### src/rtl/add_sub_pkg.sv
// Shared types and helpers for the sequential chunked adder/subtractor.
// Saturation limits are used only when ADD_SUB_SATURATE_EN is defined.
package add_sub_pkg;

    typedef enum logic [1:0] {
        IDLE = 2'd0,
        BUSY = 2'd1,
        DONE = 2'd2
    } state_e;

    localparam logic OP_ADD = 1'b0;
    localparam logic OP_SUB = 1'b1;

    // Widest operand the saturation helper can describe; callers slice the low WIDTH bits.
    localparam int SAT_MAX_W = 128;

    // Most positive value (neg = 0) or most negative value (neg = 1) for a signed 'width'-bit number.
    function automatic logic [SAT_MAX_W-1:0] sat_limit(input int width, input logic neg);
        logic [SAT_MAX_W-1:0] lim;
        lim = '0;
        for (int i = 0; i < SAT_MAX_W; i++) begin
            if (i < width - 1) begin
                lim[i] = ~neg;
            end else if (i == width - 1) begin
                lim[i] = neg;
            end
        end
        return lim;
    endfunction

endpackage

### src/rtl/add_sub_chunk.sv
// Combinational CHUNK-bit ripple adder with carry in/out; one slice of the
// wide operation, reused by the sequencer every BUSY cycle.
module add_sub_chunk #(
    parameter int CHUNK = 8
) (
    input  logic [CHUNK-1:0] a,
    input  logic [CHUNK-1:0] b,
    input  logic             cin,
    output logic [CHUNK-1:0] sum,
    output logic             cout
);

    logic [CHUNK:0] total;

    assign total = {1'b0, a} + {1'b0, b} + {{CHUNK{1'b0}}, cin};
    assign sum   = total[CHUNK-1:0];
    assign cout  = total[CHUNK];

endmodule

### src/rtl/add_sub_seq.sv
// Multi-cycle two's-complement add/sub, CHUNK bits per clock, LSB chunk first.
// Define ADD_SUB_SATURATE_EN to clamp s to the signed range on overflow.
module add_sub_seq
    import add_sub_pkg::*;
#(
    parameter int WIDTH = 32,
    parameter int CHUNK = 8
) (
    input  logic             clk,
    input  logic             rst,
    input  logic             start,
    input  logic [WIDTH-1:0] a,
    input  logic [WIDTH-1:0] b,
    input  logic             sel,
    output logic             busy,
    output logic             done,
    output logic [WIDTH-1:0] s,
    output logic             cout,
    output logic             ovf
);

    localparam int NCHUNK = WIDTH / CHUNK;
    localparam int IDX_W  = (NCHUNK > 1) ? $clog2(NCHUNK) : 1;
    localparam logic [IDX_W-1:0] LAST_IDX = IDX_W'(NCHUNK - 1);
    localparam int MSB = WIDTH - 1;

    // Handshake: start is sampled only in IDLE or DONE; busy is high for exactly
    // NCHUNK cycles after acceptance; done then stays high with s/cout/ovf held
    // until the next accepted start. start while busy is ignored.

    state_e           state_q, state_d;
    logic [WIDTH-1:0] a_q, a_d;
    logic [WIDTH-1:0] b_q, b_d;          // effective B: already inverted for subtraction
    logic             carry_q, carry_d;
    logic [IDX_W-1:0] idx_q, idx_d;
    logic [WIDTH-1:0] s_int_q, s_int_d;
    logic [WIDTH-1:0] s_q, s_d;
    logic             cout_q, cout_d;
    logic             ovf_q, ovf_d;

    logic [CHUNK-1:0] chunk_a;
    logic [CHUNK-1:0] chunk_b;
    logic [CHUNK-1:0] chunk_sum;
    logic             chunk_cout;
    logic [WIDTH-1:0] s_full;
    logic [WIDTH-1:0] s_res;
    logic             ovf_full;

    assign chunk_a = a_q[idx_q*CHUNK +: CHUNK];
    assign chunk_b = b_q[idx_q*CHUNK +: CHUNK];

    add_sub_chunk #(
        .CHUNK (CHUNK)
    ) u_chunk (
        .a    (chunk_a),
        .b    (chunk_b),
        .cin  (carry_q),
        .sum  (chunk_sum),
        .cout (chunk_cout)
    );

    // Full result as it stands once the current chunk is merged in.
    always_comb begin
        s_full = s_int_q;
        s_full[idx_q*CHUNK +: CHUNK] = chunk_sum;
        ovf_full = (a_q[MSB] == b_q[MSB]) && (s_full[MSB] != a_q[MSB]);
    end

`ifdef ADD_SUB_SATURATE_EN
    logic [SAT_MAX_W-1:0] sat_val;

    always_comb begin
        sat_val = sat_limit(WIDTH, a_q[MSB]);
        s_res   = ovf_full ? sat_val[WIDTH-1:0] : s_full;
    end
`else
    assign s_res = s_full;
`endif

    always_comb begin
        state_d = state_q;
        a_d     = a_q;
        b_d     = b_q;
        carry_d = carry_q;
        idx_d   = idx_q;
        s_int_d = s_int_q;
        s_d     = s_q;
        cout_d  = cout_q;
        ovf_d   = ovf_q;

        case (state_q)
            IDLE, DONE: begin
                if (start) begin
                    a_d     = a;
                    b_d     = (sel == OP_SUB) ? ~b : b;
                    carry_d = sel;
                    idx_d   = '0;
                    s_int_d = '0;
                    state_d = BUSY;
                end
            end
            BUSY: begin
                s_int_d = s_full;
                carry_d = chunk_cout;
                idx_d   = idx_q + 1'b1;
                if (idx_q == LAST_IDX) begin
                    idx_d   = '0;
                    s_d     = s_res;
                    cout_d  = chunk_cout;
                    ovf_d   = ovf_full;
                    state_d = DONE;
                end
            end
            default: begin
                state_d = IDLE;
            end
        endcase
    end

    always_ff @(posedge clk) begin
        if (rst) begin
            state_q <= IDLE;
            a_q     <= '0;
            b_q     <= '0;
            carry_q <= 1'b0;
            idx_q   <= '0;
            s_int_q <= '0;
            s_q     <= '0;
            cout_q  <= 1'b0;
            ovf_q   <= 1'b0;
        end else begin
            state_q <= state_d;
            a_q     <= a_d;
            b_q     <= b_d;
            carry_q <= carry_d;
            idx_q   <= idx_d;
            s_int_q <= s_int_d;
            s_q     <= s_d;
            cout_q  <= cout_d;
            ovf_q   <= ovf_d;
        end
    end

    assign busy = (state_q == BUSY);
    assign done = (state_q == DONE);
    assign s    = s_q;
    assign cout = cout_q;
    assign ovf  = ovf_q;

endmodule

### config.mk
export PLATFORM = sky130hd
export DESIGN_NAME = add_sub_seq
export DESIGN_NICKNAME = d
export VERILOG_FILES = /design/src/rtl/add_sub_pkg.sv /design/src/rtl/add_sub_chunk.sv /design/src/rtl/add_sub_seq.sv
export SDC_FILE = /design/constraint.sdc
export NUM_CORES = 1
export LEC_CHECK = 0
export CORE_ASPECT_RATIO = 1.75
export CORE_MARGIN = 5
export CORE_UTILIZATION = 57
export CTS_CLUSTER_SIZE = 25
export DETAILED_ROUTE_END_ITERATION = 6
export GPL_ROUTABILITY_DRIVEN = 0
export GPL_TIMING_DRIVEN = 0
export PLACE_DENSITY = 0.85
export SYNTH_ARGS = -nofsm -noshare
export SYNTH_HDL_FRONTEND = slang
export SYNTH_SLANG_ARGS = --single-unit
### constraint.sdc
create_clock -name clk -period 6.8 [get_ports clk]
set_clock_uncertainty 0.15 [all_clocks]
set_input_delay 1.36 -clock clk [delete_from_list [all_inputs] [get_ports clk]]
set_output_delay 1.36 -clock clk [all_outputs]
set_load 0.03 [all_outputs]
; ---- After elaboration in Yosys (flattened, before gate mapping)
; Index checks and enable logic that the tools add are counted.
; Widths: inputs -> output; s select.
[word_totals]
out_inout_bits = 36
register_bits = 135
elab_cells = 45
in_bits = 68
[op_classes]
reduce_logical = 8
n_addsub = 4
bitwise_logic = 1
shift = 4
eq_ne = 7
mux = 12
[ops]
columns = op, n
row1 = $mux 32, 2
row2 = $pmux 32 s2, 1
row3 = $shiftx 32x6->8, 2
row4 = $neg 5->34, 1
row5 = $shift 8x34->32 const A, 1
row6 = $shiftx 8x34->32, 1
row7 = $bwmux 32, 1
row8 = $not 32->32, 1
row9 = $add 8x8->9, 1
row10 = $add 9x1->9, 1
row11 = $mux 2, 4
row12 = $pmux 2 s2, 2
row13 = $reduce_and 2->1, 4
row14 = $eq 2x2->1 const B, 2
row15 = $add 2x1->2 const B, 1
row16 = $eq 2x1->1 const B, 1
row17 = $logic_not 2->1, 1
row18 = $ne 2x1->1 const B, 1
row19 = $ne 2x2->1 const B, 1
row20 = $pmux 1 s2, 1
row21 = $reduce_bool 2->1, 1
row22 = $reduce_or 2->1, 1
row23 = $eq 1x1->1, 1
row24 = $logic_and 1x1->1, 1
row25 = 2 further kinds, 2

; ---- Logic depth before layout (Yosys ltp)
[depth]
depth_word = 7
depth_mapped = 10
mapped_depth_nobuf = 8

; ---- Cells and area by module
; Synthesis repeated with hierarchy kept, for this count alone.
[unflattened]
hier_cells = 689
area_unflattened_um2 = 6364.9
[modules_own_cells]
columns = mod, cells_each, area_each_um2, n_inst, seq_area_each_um2
row1 = add_sub_seq, 649, 6033.3, 1, 2702.6
row2 = add_sub_chunk, 40, 331.6, 1, 0.0

; ---- Worst setup path before layout
; Ideal clock, no wire load.
[synth_path]
path_kind = flip-flop to flip-flop
from = register idx_q[1]
to = register ovf_q, in the netlist ovf
setup_time_ns = 0.121
required_ns = 6.529
arrival_ns = 3.113
n_path_buf = 2
path_stages_with_launch = 10
setup_slack_ns = 3.416
synth_period_minus_slack_ns = 3.384
cell_sequence = dfxtp_1 clkbuf_1 clkbuf_1 mux4_2 ha_1 a211oi_1 nor3_1 or3_1 a32oi_1 mux2_2
[synth_between]
elab_chain_cells = 7
word_cells_on_any_way = 12
cone_classes = add/sub: 3 / eq/ne: 2 / shift: 4 / mux: 1 / reduce/logical: 2
[synth_rtl]
columns = item, line_no
row1 = from (decl), add_sub_seq.sv:35  ; logic [IDX_W-1:0] idx_q, idx_d;
row2 = from (signal assigned), add_sub_seq.sv:136  ; idx_q <= idx_d;
row3 = $shiftx 32x6->8 (on tied branches), "add_sub_seq.sv:49, add_sub_seq.sv:50"
row4 = $add 8x8->9, add_sub_chunk.sv:15  ; assign total = {1'b0, a} + {1'b0, b} + {{CHUNK{1'b0}}, cin};
row5 = $add 9x1->9, add_sub_chunk.sv:15
row6 = $shiftx 8x34->32, add_sub_seq.sv:65  ; s_full[idx_q*CHUNK +: CHUNK] = chunk_sum;
row7 = $bwmux 32, add_sub_seq.sv:65
row8 = $ne 1x1->1, add_sub_seq.sv:66  ; ovf_full = (a_q[MSB] == b_q[MSB]) && (s_full[MSB] != a_q[MSB]);
row9 = $logic_and 1x1->1, add_sub_seq.sv:66
row10 = to (signal assigned), add_sub_seq.sv:140  ; ovf_q <= ovf_d;
row11 = to (decl), add_sub_seq.sv:39  ; logic ovf_q, ovf_d;
; Several ways; a longest one is shown, not always the timed one.
; A chain may end at the register's enable or synchronous reset.

; ---- Final worst setup path
; Same ends and word-level chain as after synthesis.

==> run summary <==
Hold Fails Final Rpt: 0
Pre-CTS setup slack: 2.65 ns
Peak VDD IR: 0.247 mV
Average wire per cell in the routed design: 20.2 um
1st-iter DRT viols: 613
Post-detailed-route DRC marker count: 0
Library cell occupying the most area in the post-synthesis netlist: sky130_fd_sc_hd__dfxtp_1
CTS tree: built
Number of instances in the synthesized netlist: 683
Pin count of the biggest net entering global routing: 17
Num CTS Buffers: 17
Leak pwr: 2.88 nW
Required arrival time at the worst endpoint: 6.96 ns
Relative max-transition margin: 0.489
Net switching power: 0.000580 W
Clock-pin slew on the worst setup and hold paths: 0.06 ns
Share of power burned in registers: 0.394
Top sig layer: met4
List of cells traversed by the critical path: clkbuf_1 -> clkbuf_1 -> mux4_2 -> ha_1 -> a21oi_1 -> o21ai_0 -> or3_1 -> a32oi_1 -> mux2_2
Antenna Cells: 0
Status: finished, final reports clean
Number of slew-limit violations in the final report: 0
Final hold slack: 0.306 ns
CP max stage delay: 0.63 ns
Count of warnings emitted by yosys: 0
Worst-margin pin slew: 0.763 ns
Number of filler instances in the final layout: 785
Global-route usage over all layers: 0.300
Category of the worst setup path launch point: flop
Syn Area/Cell: 8.97 um2
Max stage delay cell, worst path: sky130_fd_sc_hd__clkbuf_1
Post-cts resize count: 0
Wire length reported by the detailed router: 19.1 mm
Ranking of synthesized cells by area: sky130_fd_sc_hd__dfxtp_1 (44%), sky130_fd_sc_hd__nor2_1 (6.1%), sky130_fd_sc_hd__mux4_2 (5.9%)
Final setup viols: 0
TritonCTS Sinks: 135
H-tree depth reported by CTS: 4
Final cycle utilization of the critical path: 0.640
CTS hold repair buffers: 0
Effective utilization at floorplan: 0.576
Final #Nets: 886
Row count: 50
Area used by multi-input combinational logic: 3170 um2
Worst Path Max Fanout: 10
Worst Hold Class: flop to flop
Async set-reset flop share out of synthesis: 0
Arrival time worst endpoint: 4.51 ns
Setup repair after global routing missed its margin: false
Max Clk Rate: 230 MHz
Remaining antenna violation count after routing: 0
Combinational Power Share: 0.144
Cell at the root of the clock tree: sky130_fd_sc_hd__clkbuf_16
Critical path launch point: idx_q[1]$_SDFFE_PP0P_
Power density of the placed cells: 272 nW/um2
Met3 wirelength from detailed routing: 1.50 mm
Final global-route overflow total: 0
Internal power: 0.00158 W
Global-route wire length before repair: 29.9 mm
Endpoint class of the critical path: flop
Most common cell in the netlist: sky130_fd_sc_hd__dfxtp_1
Share of synthesized area occupied by flip-flops and latches: 0.441
Post-route setup TNS: 0 ns
Layout overhead on the synthesized area: 29.6%
Core Area: 10600 um2
Die X-Extent: 88.4 um
Instance count after placement with tap cells included: 914
Wire length on met2: 10.1 mm
Share of cells above drive strength 1: 0.0760
Share of total power in the clock network: 0.462
Number of enable flip-flop cells after synthesis: 0
Clock latency of the later-clocked register in the worst-skew pair: 0.43 ns
Count of non-filler cells in the finished layout: 946
Vias in the first global route: 5982
Die area: 13000 um2
Final Core Density: 0.746
Final Critical Period: 4.35 ns
Dominant synthesized flop cell: sky130_fd_sc_hd__dfxtp_1
Start point of the worst hold path: a_q[1]$_SDFFE_PP0P_
Per-cell via count in the routed design: 6.31
Max-capacitance violation count: 0
Post-CTS Setup Bufs: 0
Post-Route M1 WL: 6.18 mm
Fraction of post-synthesis cell area in the top cell type by area: 0.441
Critical R2R Launch: idx_q[1]$_SDFFE_PP0P_
Fraction of power spent switching nets: 0.269
Number of top-level design ports: 104
First-pass DRT Iterations: 7
Count of unique library cells instantiated by Yosys: 51
Crit path setup slack, layout: 2.45 ns
Flop and latch count out of synthesis: 135
Sequential cell area: 2700 um2
Nets in the synthesized netlist: 766
Via count: 5971
Number of input and output port buffers inserted: 101
Half-perimeter wire length after detailed placement: 13.6 mm
Area of the mapped netlist: 6120 um2
Setup Crit Path Kind: flop to flop
Chip height: 147 um
Antenna violations before repair: 0
Cell with the most instances on the worst path: sky130_fd_sc_hd__clkbuf_1
Leading cell types by count after synthesis: sky130_fd_sc_hd__dfxtp_1 (135), sky130_fd_sc_hd__nor2_1 (99), sky130_fd_sc_hd__nand2_1 (80)
Buffer depth of the longest clock path: 2
## final timing paths
kind                         end  slack (ns)  depth (start not counted)
min reg2reg  a_q[1]$_SDFFE_PP0P_        0.31                          2
max             ovf$_SDFFE_PP0P_        2.45                          9
max reg2reg     ovf$_SDFFE_PP0P_        2.45                          9
min          a_q[1]$_SDFFE_PP0P_        0.31                          2
## power groups by stage
| stage | clock network [W] | logic (W) | registers [W] |
|---|---|---|---|
| finish | 0.000997 | 0.000310 | 0.000850 |
| global placement | 0 | 0.000287 | 0.000862 |
| detailed placement | 0 | 0.000296 | 0.000865 |
| CTS | 0.000989 | 0.000301 | 0.000849 |
| global route | 0.00103 | 0.000330 | 0.000852 |
| floorplan | 0 | 0.000189 | 0.000858 |
## stage by stage
step | instance area, um2 | total power [W]
3_5_place_dp | 7300 | 0.00116
4_1_cts | 7940 | 0.00214
6_report | 7940 | 0.00216
5_1_grt | 7940 | 0.00221
3_3_place_gp | 7300 | 0.00115
2_1_floorplan | 6120 | 0.00105
## per-layer routing
| metal | track usage | vias to the layer above |
|---|---|---|
| met5 | 0 | - |
| met2 | 0.531 | 392 |
| met3 | 0.0623 | 125 |
| li1 | - | 2687 |
| met1 | 0.309 | 2767 |
| met4 | 0.189 | 0 |
## state kept, by name, summed over array words and instances (netlist names)
name	flops
cout	1
a_q	32
state_q	2
s	32
ovf	1
s_int_q	32
carry_q	1
b_q	32
idx_q	2
## layout by cell type (no fill, tap or decap), types with 4 or more instances in the layout
cell	Yosys	final
sky130_fd_sc_hd__clkdlybuf4s50_1	0	101
sky130_fd_sc_hd__or3_1	5	5
sky130_fd_sc_hd__clkbuf_16	0	17
sky130_fd_sc_hd__buf_2	7	7
sky130_fd_sc_hd__nand3_1	11	11
sky130_fd_sc_hd__a311oi_1	11	11
sky130_fd_sc_hd__and3_1	5	5
sky130_fd_sc_hd__a32o_1	4	4
sky130_fd_sc_hd__a22o_1	15	15
sky130_fd_sc_hd__mux4_2	16	16
sky130_fd_sc_hd__xnor2_1	34	34
sky130_fd_sc_hd__ha_1	13	13
sky130_fd_sc_hd__a22oi_1	14	14
sky130_fd_sc_hd__dfxtp_1	135	135
sky130_fd_sc_hd__clkinvlp_4	0	5
sky130_fd_sc_hd__clkbuf_1	39	39
sky130_fd_sc_hd__o21ai_0	6	6
sky130_fd_sc_hd__inv_1	6	6
sky130_fd_sc_hd__a211oi_1	39	39
sky130_fd_sc_hd__nand2b_1	4	4
sky130_fd_sc_hd__a21oi_1	59	59
sky130_fd_sc_hd__nor3_1	20	20
sky130_fd_sc_hd__buf_1	8	8
sky130_fd_sc_hd__nand2_1	80	80
sky130_fd_sc_hd__nor2b_1	4	4
sky130_fd_sc_hd__bufinv_16	0	4
sky130_fd_sc_hd__a221oi_1	7	7
sky130_fd_sc_hd__nor2_1	99	99
sky130_fd_sc_hd__a32oi_1	7	7
## critical path, delay by kind of cell (launching register included)
kind | cells | cell delay (ns)
compound gates | 3 | 0.86
flops | 1 | 0.42
simple gates | 1 | 0.42
buf+inv | 2 | 1.14
mux | 2 | 0.86
fa+ha+maj | 1 | 0.37
## logic make-up (layout without fill, tap and decap cells)
logic type	count (synthesis)	in the layout	share of synthesized area
mux	17	17	0.0607
xor+xnor	36	36	0.0515
flops	135	135	0.441
compound gates	173	173	0.195
buf+inv	64	197	0.0419
simple gates	243	243	0.176
fa+ha+maj	15	15	0.0331
## area by class of cell
| type | count | area share |
|---|---|---|
| clock inverter | 14 | 0.0249 |
| timing repair buffer | 101 | 0.127 |
| buffer | 55 | 0.0281 |
| sequential | 135 | 0.341 |
| clock buffer | 18 | 0.0553 |
| inverter | 9 | 0.00426 |
| multi-input combinational | 484 | 0.399 |
| tap | 130 | 0.0205 |
No activity file was read; power rests on OpenSTA's default activity.
